### src/rtl/riscv_mem_pkg.sv
// Shared definitions for the MEM pipeline stage: widths, funct3 encodings,
// FSM state type and access-size helpers.
package riscv_mem_pkg;

    localparam int unsigned MEM_XLEN = 32;
    localparam int unsigned MEM_RD_W = 5;
    localparam int unsigned STRB_W   = MEM_XLEN / 8;

    localparam logic [2:0] F3_B  = 3'b000;
    localparam logic [2:0] F3_H  = 3'b001;
    localparam logic [2:0] F3_W  = 3'b010;
    localparam logic [2:0] F3_BU = 3'b100;
    localparam logic [2:0] F3_HU = 3'b101;

    typedef enum logic {
        IDLE = 1'b0,
        BUS  = 1'b1
    } mem_state_t;

    typedef enum logic [1:0] {
        SZ_B = 2'd0,
        SZ_H = 2'd1,
        SZ_W = 2'd2
    } mem_size_t;

    // Loads accept the unsigned B/H encodings; stores only know SB/SH and
    // treat every other encoding as a full word.
    function automatic mem_size_t access_size(input logic [2:0] funct3,
                                              input logic       is_load);
        mem_size_t sz;
        sz = SZ_W;
        if (is_load) begin
            case (funct3)
                F3_B, F3_BU: sz = SZ_B;
                F3_H, F3_HU: sz = SZ_H;
                default:     sz = SZ_W;
            endcase
        end else begin
            case (funct3)
                F3_B:    sz = SZ_B;
                F3_H:    sz = SZ_H;
                default: sz = SZ_W;
            endcase
        end
        return sz;
    endfunction

    function automatic logic is_misaligned(input mem_size_t  sz,
                                           input logic [1:0] addr_lo);
        logic mis;
        case (sz)
            SZ_H:    mis = addr_lo[0];
            SZ_W:    mis = |addr_lo;
            default: mis = 1'b0;
        endcase
        return mis;
    endfunction

endpackage

### src/rtl/mem_access_stage_lane_align.sv
// mem_lane_align: combinational byte-lane steering for the data bus.
//   funct3, is_load, addr_lo : access encoding and low address bits
//   store_data -> wstrb_c / wdata_c : lane-replicated store payload
//   rdata      -> load_data_c       : extracted and sign/zero-extended load
module mem_lane_align
    import riscv_mem_pkg::*;
(
    input  logic [2:0]          funct3,
    input  logic                is_load,
    input  logic [1:0]          addr_lo,
    input  logic [MEM_XLEN-1:0] store_data,
    input  logic [MEM_XLEN-1:0] rdata,
    output logic [STRB_W-1:0]   wstrb_c,
    output logic [MEM_XLEN-1:0] wdata_c,
    output logic [MEM_XLEN-1:0] load_data_c
);

    mem_size_t   size_c;
    logic [7:0]  byte_c;
    logic [15:0] half_c;

    // Store side: replicate the datum over every lane, strobe picks the lane.
    always_comb begin
        size_c  = access_size(funct3, is_load);
        wstrb_c = '0;
        wdata_c = '0;
        case (size_c)
            SZ_B: begin
                wstrb_c = 4'b0001 << addr_lo;
                wdata_c = {4{store_data[7:0]}};
            end
            SZ_H: begin
                wstrb_c = 4'b0011 << {addr_lo[1], 1'b0};
                wdata_c = {2{store_data[15:0]}};
            end
            default: begin
                wstrb_c = 4'b1111;
                wdata_c = store_data;
            end
        endcase
    end

    // Load side: funct3[2] distinguishes the unsigned variants.
    always_comb begin
        byte_c      = '0;
        half_c      = '0;
        load_data_c = '0;
        case (addr_lo)
            2'd0:    byte_c = rdata[7:0];
            2'd1:    byte_c = rdata[15:8];
            2'd2:    byte_c = rdata[23:16];
            default: byte_c = rdata[31:24];
        endcase
        half_c = addr_lo[1] ? rdata[31:16] : rdata[15:0];
        case (size_c)
            SZ_B:    load_data_c = funct3[2] ? {24'd0, byte_c}
                                             : {{24{byte_c[7]}}, byte_c};
            SZ_H:    load_data_c = funct3[2] ? {16'd0, half_c}
                                             : {{16{half_c[15]}}, half_c};
            default: load_data_c = rdata;
        endcase
    end

endmodule

### src/rtl/mem_access_stage.sv
// mem_access_stage: MEM stage of the RV32I pipeline.
//   ex_*     : instruction from the EX/MEM buffer (held while stall=1)
//   stall    : combinational hold request to IF/ID/EX and EX/MEM
//   dmem_*   : registered request / ack handshake to data memory
//   wb_*     : registered MEM/WB boundary
// Build option: define MISALIGN_TRAP_EN to report misaligned H/W accesses
// through wb_excp instead of issuing them on the bus.
module mem_access_stage
    import riscv_mem_pkg::*;
#(
    parameter int unsigned XLEN = MEM_XLEN,
    parameter int unsigned RD_W = MEM_RD_W
) (
    input  logic            clk,
    input  logic            rst,
    input  logic            ex_valid,
    input  logic [XLEN-1:0] ex_alu_res,
    input  logic [XLEN-1:0] ex_store_data,
    input  logic [2:0]      ex_funct3,
    input  logic            ex_mem_read,
    input  logic            ex_mem_write,
    input  logic            ex_reg_write,
    input  logic [RD_W-1:0] ex_rd,
    output logic            stall,
    output logic            dmem_req,
    output logic            dmem_we,
    output logic [XLEN-1:0] dmem_addr,
    output logic [XLEN-1:0] dmem_wdata,
    output logic [3:0]      dmem_wstrb,
    input  logic [XLEN-1:0] dmem_rdata,
    input  logic            dmem_ack,
    output logic            wb_valid,
    output logic [XLEN-1:0] wb_data,
    output logic [RD_W-1:0] wb_rd,
    output logic            wb_reg_write,
    output logic            wb_excp
);

    mem_state_t      state_q, state_d;

    // Private copy of the in-flight access; the EX/MEM buffer is not trusted.
    logic [2:0]      lat_funct3_q, lat_funct3_d;
    logic [1:0]      lat_addr_lo_q, lat_addr_lo_d;
    logic [RD_W-1:0] lat_rd_q, lat_rd_d;
    logic            lat_reg_write_q, lat_reg_write_d;
    logic            lat_is_load_q, lat_is_load_d;

    logic            dmem_req_d, dmem_we_d;
    logic [XLEN-1:0] dmem_addr_d, dmem_wdata_d;
    logic [3:0]      dmem_wstrb_d;
    logic            wb_valid_d, wb_reg_write_d;
    logic [XLEN-1:0] wb_data_d;
    logic [RD_W-1:0] wb_rd_d;
    logic            stall_c;

    logic            ex_is_mem_c;
    logic [2:0]      align_funct3_c;
    logic            align_is_load_c;
    logic [1:0]      align_addr_lo_c;
    logic [3:0]      wstrb_c;
    logic [XLEN-1:0] wdata_c;
    logic [XLEN-1:0] load_data_c;

`ifdef MISALIGN_TRAP_EN
    logic            wb_excp_d;
    logic            misaligned_c;
    assign misaligned_c = is_misaligned(access_size(ex_funct3, ex_mem_read),
                                        ex_alu_res[1:0]);
`endif

    assign ex_is_mem_c = ex_mem_read | ex_mem_write;

    // The single aligner serves the store path in IDLE and the load path in BUS.
    always_comb begin
        align_funct3_c  = ex_funct3;
        align_is_load_c = ex_mem_read;
        align_addr_lo_c = ex_alu_res[1:0];
        if (state_q == BUS) begin
            align_funct3_c  = lat_funct3_q;
            align_is_load_c = lat_is_load_q;
            align_addr_lo_c = lat_addr_lo_q;
        end
    end

    mem_lane_align u_lane_align (
        .funct3      (align_funct3_c),
        .is_load     (align_is_load_c),
        .addr_lo     (align_addr_lo_c),
        .store_data  (ex_store_data),
        .rdata       (dmem_rdata),
        .wstrb_c     (wstrb_c),
        .wdata_c     (wdata_c),
        .load_data_c (load_data_c)
    );

    // Next-state, next-output and stall logic.
    always_comb begin
        state_d         = state_q;
        lat_funct3_d    = lat_funct3_q;
        lat_addr_lo_d   = lat_addr_lo_q;
        lat_rd_d        = lat_rd_q;
        lat_reg_write_d = lat_reg_write_q;
        lat_is_load_d   = lat_is_load_q;
        dmem_req_d      = dmem_req;
        dmem_we_d       = dmem_we;
        dmem_addr_d     = dmem_addr;
        dmem_wdata_d    = dmem_wdata;
        dmem_wstrb_d    = dmem_wstrb;
        wb_valid_d      = 1'b0;
        wb_reg_write_d  = 1'b0;
        wb_data_d       = wb_data;
        wb_rd_d         = wb_rd;
        stall_c         = 1'b0;
`ifdef MISALIGN_TRAP_EN
        wb_excp_d       = 1'b0;
`endif

        case (state_q)
            IDLE: begin
                if (ex_valid) begin
                    if (!ex_is_mem_c) begin
                        wb_valid_d     = 1'b1;
                        wb_data_d      = ex_alu_res;
                        wb_rd_d        = ex_rd;
                        wb_reg_write_d = ex_reg_write;
                    end
`ifdef MISALIGN_TRAP_EN
                    else if (misaligned_c) begin
                        // Faulting address goes to writeback; no bus cycle.
                        wb_valid_d = 1'b1;
                        wb_excp_d  = 1'b1;
                        wb_data_d  = ex_alu_res;
                        wb_rd_d    = ex_rd;
                    end
`endif
                    else begin
                        stall_c         = 1'b1;
                        lat_funct3_d    = ex_funct3;
                        lat_addr_lo_d   = ex_alu_res[1:0];
                        lat_rd_d        = ex_rd;
                        lat_reg_write_d = ex_reg_write;
                        lat_is_load_d   = ex_mem_read;
                        dmem_req_d      = 1'b1;
                        dmem_we_d       = ~ex_mem_read;
                        dmem_addr_d     = {ex_alu_res[XLEN-1:2], 2'b00};
                        dmem_wdata_d    = ex_mem_read ? '0 : wdata_c;
                        dmem_wstrb_d    = ex_mem_read ? 4'b0000 : wstrb_c;
                        state_d         = BUS;
                    end
                end
            end
            BUS: begin
                stall_c = ~dmem_ack;
                if (dmem_ack) begin
                    dmem_req_d = 1'b0;
                    dmem_we_d  = 1'b0;
                    state_d    = IDLE;
                    wb_valid_d = 1'b1;
                    wb_rd_d    = lat_rd_q;
                    if (lat_is_load_q) begin
                        wb_data_d      = load_data_c;
                        wb_reg_write_d = lat_reg_write_q;
                    end else begin
                        wb_data_d = '0;
                    end
                end
            end
            default: state_d = IDLE;
        endcase
    end

    // Stall is masked during reset so upstream never freezes on stale state.
    assign stall = stall_c & rst;

    // State, latched access and all registered outputs.
    always_ff @(posedge clk or negedge rst) begin
        if (!rst) begin
            state_q         <= IDLE;
            lat_funct3_q    <= '0;
            lat_addr_lo_q   <= '0;
            lat_rd_q        <= '0;
            lat_reg_write_q <= 1'b0;
            lat_is_load_q   <= 1'b0;
            dmem_req        <= 1'b0;
            dmem_we         <= 1'b0;
            dmem_addr       <= '0;
            dmem_wdata      <= '0;
            dmem_wstrb      <= '0;
            wb_valid        <= 1'b0;
            wb_data         <= '0;
            wb_rd           <= '0;
            wb_reg_write    <= 1'b0;
        end else begin
            state_q         <= state_d;
            lat_funct3_q    <= lat_funct3_d;
            lat_addr_lo_q   <= lat_addr_lo_d;
            lat_rd_q        <= lat_rd_d;
            lat_reg_write_q <= lat_reg_write_d;
            lat_is_load_q   <= lat_is_load_d;
            dmem_req        <= dmem_req_d;
            dmem_we         <= dmem_we_d;
            dmem_addr       <= dmem_addr_d;
            dmem_wdata      <= dmem_wdata_d;
            dmem_wstrb      <= dmem_wstrb_d;
            wb_valid        <= wb_valid_d;
            wb_data         <= wb_data_d;
            wb_rd           <= wb_rd_d;
            wb_reg_write    <= wb_reg_write_d;
        end
    end

`ifdef MISALIGN_TRAP_EN
    always_ff @(posedge clk or negedge rst) begin
        if (!rst) begin
            wb_excp <= 1'b0;
        end else begin
            wb_excp <= wb_excp_d;
        end
    end
`else
    assign wb_excp = 1'b0;
`endif

endmodule
### config.mk
export PLATFORM = sky130hd
export DESIGN_NAME = mem_access_stage
export DESIGN_NICKNAME = d
export VERILOG_FILES = /design/src/rtl/riscv_mem_pkg.sv /design/src/rtl/mem_access_stage_lane_align.sv /design/src/rtl/mem_access_stage.sv
export SDC_FILE = /design/constraint.sdc
export NUM_CORES = 1
export LEC_CHECK = 0
export BUFFER_PORTS_ARGS = -buffer_cell sky130_fd_sc_hd__buf_2
export CAP_MARGIN = 10
export CORE_UTILIZATION = 50
export CTS_BUF_LIST = sky130_fd_sc_hd__clkbuf_8 sky130_fd_sc_hd__clkbuf_16
export CTS_CLUSTER_SIZE = 40
export DETAILED_ROUTE_END_ITERATION = 7
export MAX_ROUTING_LAYER = met4
export PLACE_DENSITY = 0.84
export SLEW_MARGIN = 40
export SYNTH_ARGS = -nofsm -noshare
export SYNTH_HDL_FRONTEND = slang
export SYNTH_SLANG_ARGS = --single-unit
### constraint.sdc
create_clock -name clk -period 3.25 [get_ports clk]
set_input_delay 0.1625 -clock clk [delete_from_list [all_inputs] [get_ports clk]]
set_output_delay 0.1625 -clock clk [all_outputs]
set_load 0.005 [all_outputs]
---- Word level (Yosys, flattened, before mapping) ----
Cells that the tools add are included.
word-level totals
  register bits after elaboration ......... 120
  input port bits ......................... 111
  output and inout bits ................... 111
  word-level logic and storage cells ...... 85
cells by class
  eq/ne operators ......................... 10
  shift-type cells ........................ 2
  mux-type cells .......................... 45
  bitwise operators ....................... 5
  reduce and logical (&&, ||, !) cells .... 8
operator list
  operator             number
  $mux 32              7
  $pmux 32 s2          3
  $pmux 8 s3           1
  $mux 1               16
  $mux 16              1
  $mux 5               3
  $pmux 1 s2           6
  $pmux 5 s2           1
  $reduce_and 3->1     3
  $ne 2x2->1 const B   4
  $pmux 2 s2           2
  $pmux 4 s2           1
  $eq 3x3->1 const B   2
  $eq 2x1->1 const B   2
  $logic_not 2->1      2
  $mux 2               2
  $mux 4               1
  $reduce_or 2->1      2
  $shl 1x2->4 const A  1
  $shl 2x2->4 const A  1
  $eq 3x1->1 const B   1
  $logic_not 3->1      1
  $mux 3               1
  $not 1->1            3
  other kinds (3)      3

---- Depth between registers and ports, before layout ----
  word-level depth ........................ 10
  gate-level depth with buffers ........... 10
  mapped depth without buffers ............ 7

---- Cells and area by module ----
Synthesis repeated with hierarchy kept, for this count alone.
unflattened totals
  cells, all modules ...................... 599
  area total of the unflattened synthesis .. 6795.3 µm²
by module, submodules not included
  module            instances  cells each  area each (µm²)  seq. area each (µm²)
  mem_access_stage  1          410         5347.6           3002.9
  mem_lane_align    1          189         1447.6           0.0

---- Worst setup path before layout ----
OpenSTA, ideal clock, no wires.
  path kind ............................... reg-to-reg
  start ................................... register state_q
  end ..................................... register wb_data[15]
  setup time .............................. 67 ps
  arrival time ............................ 1959 ps
  required time ........................... 3183 ps
  setup slack ............................. 1224 ps
  stages on the path, launching flop included .. 8
  buffers on the path ..................... 2
  clock period less this slack ............ 2026 ps
  path through ............................ dfrtp_1 -> buf_6 -> o32ai_4 -> nand3_1 -> buf_4 -> a2111oi_4 -> o221ai_1 -> nand2_1
on the way
  word-level cells in the longest chain between the ends .. 10
  elaborated cells on any way between the ends .. 30
  those cells by class .................... eq/ne: 9; mux: 14; bitwise: 1; reduce/logical: 6
ends and longest elaborated chain
  what                                                  line                               source
  start, declared                                       mem_access_stage.sv:39             mem_state_t state_q, state_d;
  start signal, assigned                                mem_access_stage.sv:194            state_q <= state_d;
  $mux 3                                                mem_access_stage.sv:78             if (state_q == BUS) begin
  $eq 3x3->1, or another cell as far along              riscv_mem_pkg.sv:33                case (funct3)
  $reduce_or 2->1                                       riscv_mem_pkg.sv:33
  $pmux 2 s2                                            riscv_mem_pkg.sv:33
  $mux 2                                                riscv_mem_pkg.sv:32                if (is_load) begin
  $eq 2x1->1 / $logic_not 2->1 (equally long branches)  mem_access_stage_lane_align.sv:55  case (size_c)
  $pmux 32 s2                                           mem_access_stage_lane_align.sv:55
  $mux 32                                               mem_access_stage.sv:160            if (lat_is_load_q) begin
  $mux 32                                               mem_access_stage.sv:154            if (dmem_ack) begin
  $pmux 32 s2                                           mem_access_stage.sv:118            case (state_q)
  end signal, assigned                                  mem_access_stage.sv:206            wb_data <= wb_data_d;
  end, declared                                         mem_access_stage.sv:33             output logic [XLEN-1:0] wb_data,
Parallel ways exist; a longest one is shown, timed or not. The select of a mux whose other input is x is not followed.
A chain may end at the register's enable or synchronous reset.

---- Worst setup path after layout ----
Same ends and word-level chain as after synthesis.

==> results.md <==
- The flow ran to the end, but the final reports show violations.
- The checks that failed: DRC.
- The quantity of I/O buffers inserted on ports is 218.
- In this run the tightest slew margin relative to its limit is 0.445.
- Summing over every cut layer, the via total after detailed routing is 5,745.
- The combined area of all synthesized cells is 5680 um^2.
- Dividing total power by cell area gives a power density of 678 nW/um^2.
- Max-cap violations in this run came to 0.
- The average cell area after synthesis is 9.10 um^2.
- Counting every sink on the clock net gives 120.
- For this configuration, the core starts out at a cell density of 0.519.
- The final weighted congestion in routability-driven placement is 0.903.
- Summed over all layers, the routed wires come to 18,200 um.
- The share of the Yosys chip area taken by registers is 0.529.
- The total count of max-transition violations in the final report is 0.
- In the final layout, the share of cells above drive strength 1 is 0.307.
- The distinct cell type count after synthesis is 40.
- After global routing the overflow that remains totals 0.
- The floorplan has 38 rows.
- The CTS tree is built.
- After technology mapping, the gate count stands at 624.
- Across every metal layer, demand over resource in global routing totals 0.329.
- The die span in x is 109 um.
- For the pin with the worst max-slew slack, the measured transition is 0.831 ns.
- Setup repair after global routing left no endpoint under its margin.
- The number of buffers added by the clock tree synthesis step is 17.
- The maximum clock frequency is 0.352 GHz.
- The setup total negative slack is 0 ns.
- At the later pin of the worst-skew pair, clock insertion delay measures 0.41 ns.
- No sink is reached through more buffers than the 2 on the longest clock path.
- The via count of the first global-routing pass is 5,503.
- The cell chosen for the clock root is sky130_fd_sc_hd__clkbuf_16.
- At the end of the flow, the number of nets in the layout was 977.
- The clock transition at the register clock pins on the worst setup and hold paths after CTS is 0.06 ns.
- The number of antenna diodes in the final layout is 0.
- The number of failing setup endpoints in the final timing report is 0.
- The first global-routing pass estimated 28,500 um of wire.
- The post-route fraction of the period consumed by the critical path is 0.873.
- The CTS H-tree depth is 4.
- The detail route stage leaves a number of antenna-violating nets equal to 0.
- In the final routed layout, each cell accounts on average for 17.9 um.
- On the final layout, the worst hold slack is 0.0250 ns.
- The kind of launch point of the worst setup path is a flip-flop.
- The endpoint kind of the worst setup timing path is a flip-flop.
- Across the VDD grid, the largest voltage drop is 0.000363 V.
- The pin count of the biggest net entering global routing is 59.
- Across the routed clock network, the largest skew measured is 0.00837 ns.
- The post-synthesis sequential element count is 120.
- Of all nets on the critical path, the largest fanout is 21.
- The first detailed-routing pass took 8 iterations.
- For the worst setup path, the data required time is 3.59 ns.
- The floorplan step defined a core boundary enclosing 10,900 um^2.
- The full die area is 11,800 um^2.
- The tightest min-delay check is of the in -> reg type.
- In the routed layout, each cell is associated on average with a via count of 5.64.
- For this design the static power due to leakage is 4.11 nW.
- The worst path needs 2.84 ns of the cycle, external delays included.
- For this run, the leading register cell type out of synthesis is sky130_fd_sc_hd__dfrtp_1.
- The data arrival time of the critical path is 3.17 ns.
- The worst setup path is of the reg -> reg kind.
- The violation count after the first detailed-route iteration is 579.
- The synthesis-to-layout area growth is 36.8%.
- The detailed-placement wirelength estimate is 12,700 um.
- The number of failing hold endpoints at the final stage came to 0.
- In this run the vertical extent of the chip is 109 um.
- The number of antenna violations at the first check in global routing was 0.
- The number of enable-type register cells in the synthesized netlist is 0.
- The number of I/O pins is 222.
- The residual DRC count is 5.
- Counting flops with an async set or reset pin after synthesis yields a share of 1.00.
- The warning count from the yosys run is 0.
==> cells in the mapped netlist (3+ instances only) <==
| master | n | area [um^2] |
|---|---|---|
| sky130_fd_sc_hd__a221oi_1 | 8 | 70.1 |
| sky130_fd_sc_hd__and2_1 | 3 | 18.8 |
| sky130_fd_sc_hd__clkbuf_1 | 29 | 109 |
| sky130_fd_sc_hd__o21ai_1 | 18 | 90.1 |
| sky130_fd_sc_hd__nand2b_1 | 4 | 25.0 |
| sky130_fd_sc_hd__mux2i_1 | 38 | 380 |
| sky130_fd_sc_hd__buf_2 | 7 | 35.0 |
| sky130_fd_sc_hd__nor2b_1 | 5 | 31.3 |
| sky130_fd_sc_hd__o21ai_0 | 61 | 305 |
| sky130_fd_sc_hd__o221ai_1 | 9 | 78.8 |
| sky130_fd_sc_hd__nor2_1 | 22 | 82.6 |
| sky130_fd_sc_hd__a21oi_1 | 34 | 170 |
| sky130_fd_sc_hd__nand3_1 | 11 | 55.1 |
| sky130_fd_sc_hd__a222oi_1 | 7 | 70.1 |
| sky130_fd_sc_hd__buf_4 | 4 | 30.0 |
| sky130_fd_sc_hd__dfrtp_1 | 120 | 3000 |
| sky130_fd_sc_hd__inv_1 | 4 | 15.0 |
| sky130_fd_sc_hd__nand2_1 | 191 | 717 |
| sky130_fd_sc_hd__and3_1 | 25 | 156 |
==> cell usage in the layout (no fill, tap or decap), drive strengths merged <==
master       synthesis  layout
mux2i               39      39
dlygate4sd3          0      36
buf                 14     228
a21oi               35      35
conb                 1       3
nor2                23      23
nand3               11      11
clkbuf              29      17
nor2b                5       5
o21bai               1       1
o21ai               79      79
a22o                 1       1
clkinv               1       7
or3b                 1       1
nor3                 1       1
dfrtp              120     120
a2111oi              1       1
nand2b               4       4
o21a                 1       1
a221o                2       2
and3                25      25
a31o                 1       1
a32o                 1       1
a221oi               8       8
o22ai                1       1
inv                  4       9
o221ai               9       9
mux2                 2       2
nand2              191     191
nand3b               2       2
and2                 3       3
a222oi               7       7
o32ai                1       1
clkinvlp             0       4
==> power breakdown <==
| part | internal, mW | switching [mW] | leakage [nW] |
|---|---|---|---|
| Sequential | 1.86 | 0.240 | 1.51 |
| Combinational | 0.638 | 0.796 | 2.34 |
| Clock | 0.989 | 0.745 | 0.259 |
| Total | 3.49 | 1.78 | 4.11 |
==> worst paths after layout <==
check                                           from                        end  slack [ns]  depth (start not counted)
hold reg to reg            dmem_wdata[2]$_DFFE_PN0P_  dmem_wdata[2]$_DFFE_PN0P_        0.47                          2
setup reg to reg                   state_q$_DFF_PN0_    wb_data[15]$_DFFE_PN0P_        0.41                          6
setup / recovery                   state_q$_DFF_PN0_    wb_data[15]$_DFFE_PN0P_        0.41                          6
min in group asynchronous                        rst  dmem_addr[11]$_DFFE_PN0P_        0.22                          2
max in group asynchronous                        rst     wb_data[7]$_DFFE_PN0P_        1.97                          3
hold / removal                         ex_alu_res[3]   dmem_addr[3]$_DFFE_PN0P_        0.03                          3
==> kinds of logic (layout without fill, tap and decap cells) <==
family / count (synthesis) / count (layout) / share of synthesized area
other cells: 1 / 3 / 0.000660
buf+inv: 48 / 301 / 0.0372
flops: 120 / 120 / 0.529
compound gates: 148 / 148 / 0.162
simple gates: 266 / 266 / 0.197
mux: 41 / 41 / 0.0740
==> final cells by class <==
| class | instances | area (um^2) |
|---|---|---|
| timing repair buffer | 264 | 1540 |
| clock buffer | 17 | 425 |
| inverter | 5 | 18.8 |
| sequential | 120 | 3000 |
| fill | 828 | 3160 |
| tap | 140 | 175 |
| clock inverter | 15 | 121 |
| multi-input combinational | 458 | 2490 |
==> flip-flops by register name, indices dropped and copies added, names as in the netlist, 2 cells and up <==
signal / count
dmem_wdata: 32
wb_data: 32
wb_rd: 5
lat_rd_q: 5
lat_addr_lo_q: 2
lat_funct3_q: 3
dmem_wstrb: 4
dmem_addr: 30
==> worst max-delay path, stage by stage (launching register included) <==
cell and delay, ns:
sky130_fd_sc_hd__dfrtp_1 0.78, sky130_fd_sc_hd__nand2b_1 0.22, sky130_fd_sc_hd__o32ai_4 0.45, sky130_fd_sc_hd__nand3_1 0.35
sky130_fd_sc_hd__a2111oi_4 0.64, sky130_fd_sc_hd__o221ai_1 0.22, sky130_fd_sc_hd__nand2_1 0.10
==> what timing repair did <==
item	4_1_cts	5_1_grt
hold buffers	36	0
resized for setup	0	0
hold endpoints to repair	59	0
buffers inserted	0	0
==> layer usage <==
layer  GRT usage  vias to the layer above  wire length [um]
li1            -                     2632                 -
met1       0.412                     2746              7240
met2       0.535                      326              8990
met3      0.0687                       41              1570
met4       0.102                        0               410
met5           -                        -                 0
==> per-stage QoR <==
| stage | instances | power, mW | instance area, um^2 | setup WS [ns] | util |
|---|---|---|---|---|---|
| global route | 1019 | 5.56 | 7770 | 0.167 | 0.711 |
| CTS | 1018 | 5.27 | 7760 | 0.456 | 0.709 |
| detailed placement | 950 | 3.50 | 6850 | 0.538 | 0.626 |
| finish | 1019 | 5.27 | 7770 | 0.413 | 0.711 |
| global placement | 950 | 3.46 | 6850 | 0.641 | 0.626 |
| floorplan | 626 | 2.82 | 5690 | 1.22 | - |
Power figures use the tool's default switching activity.
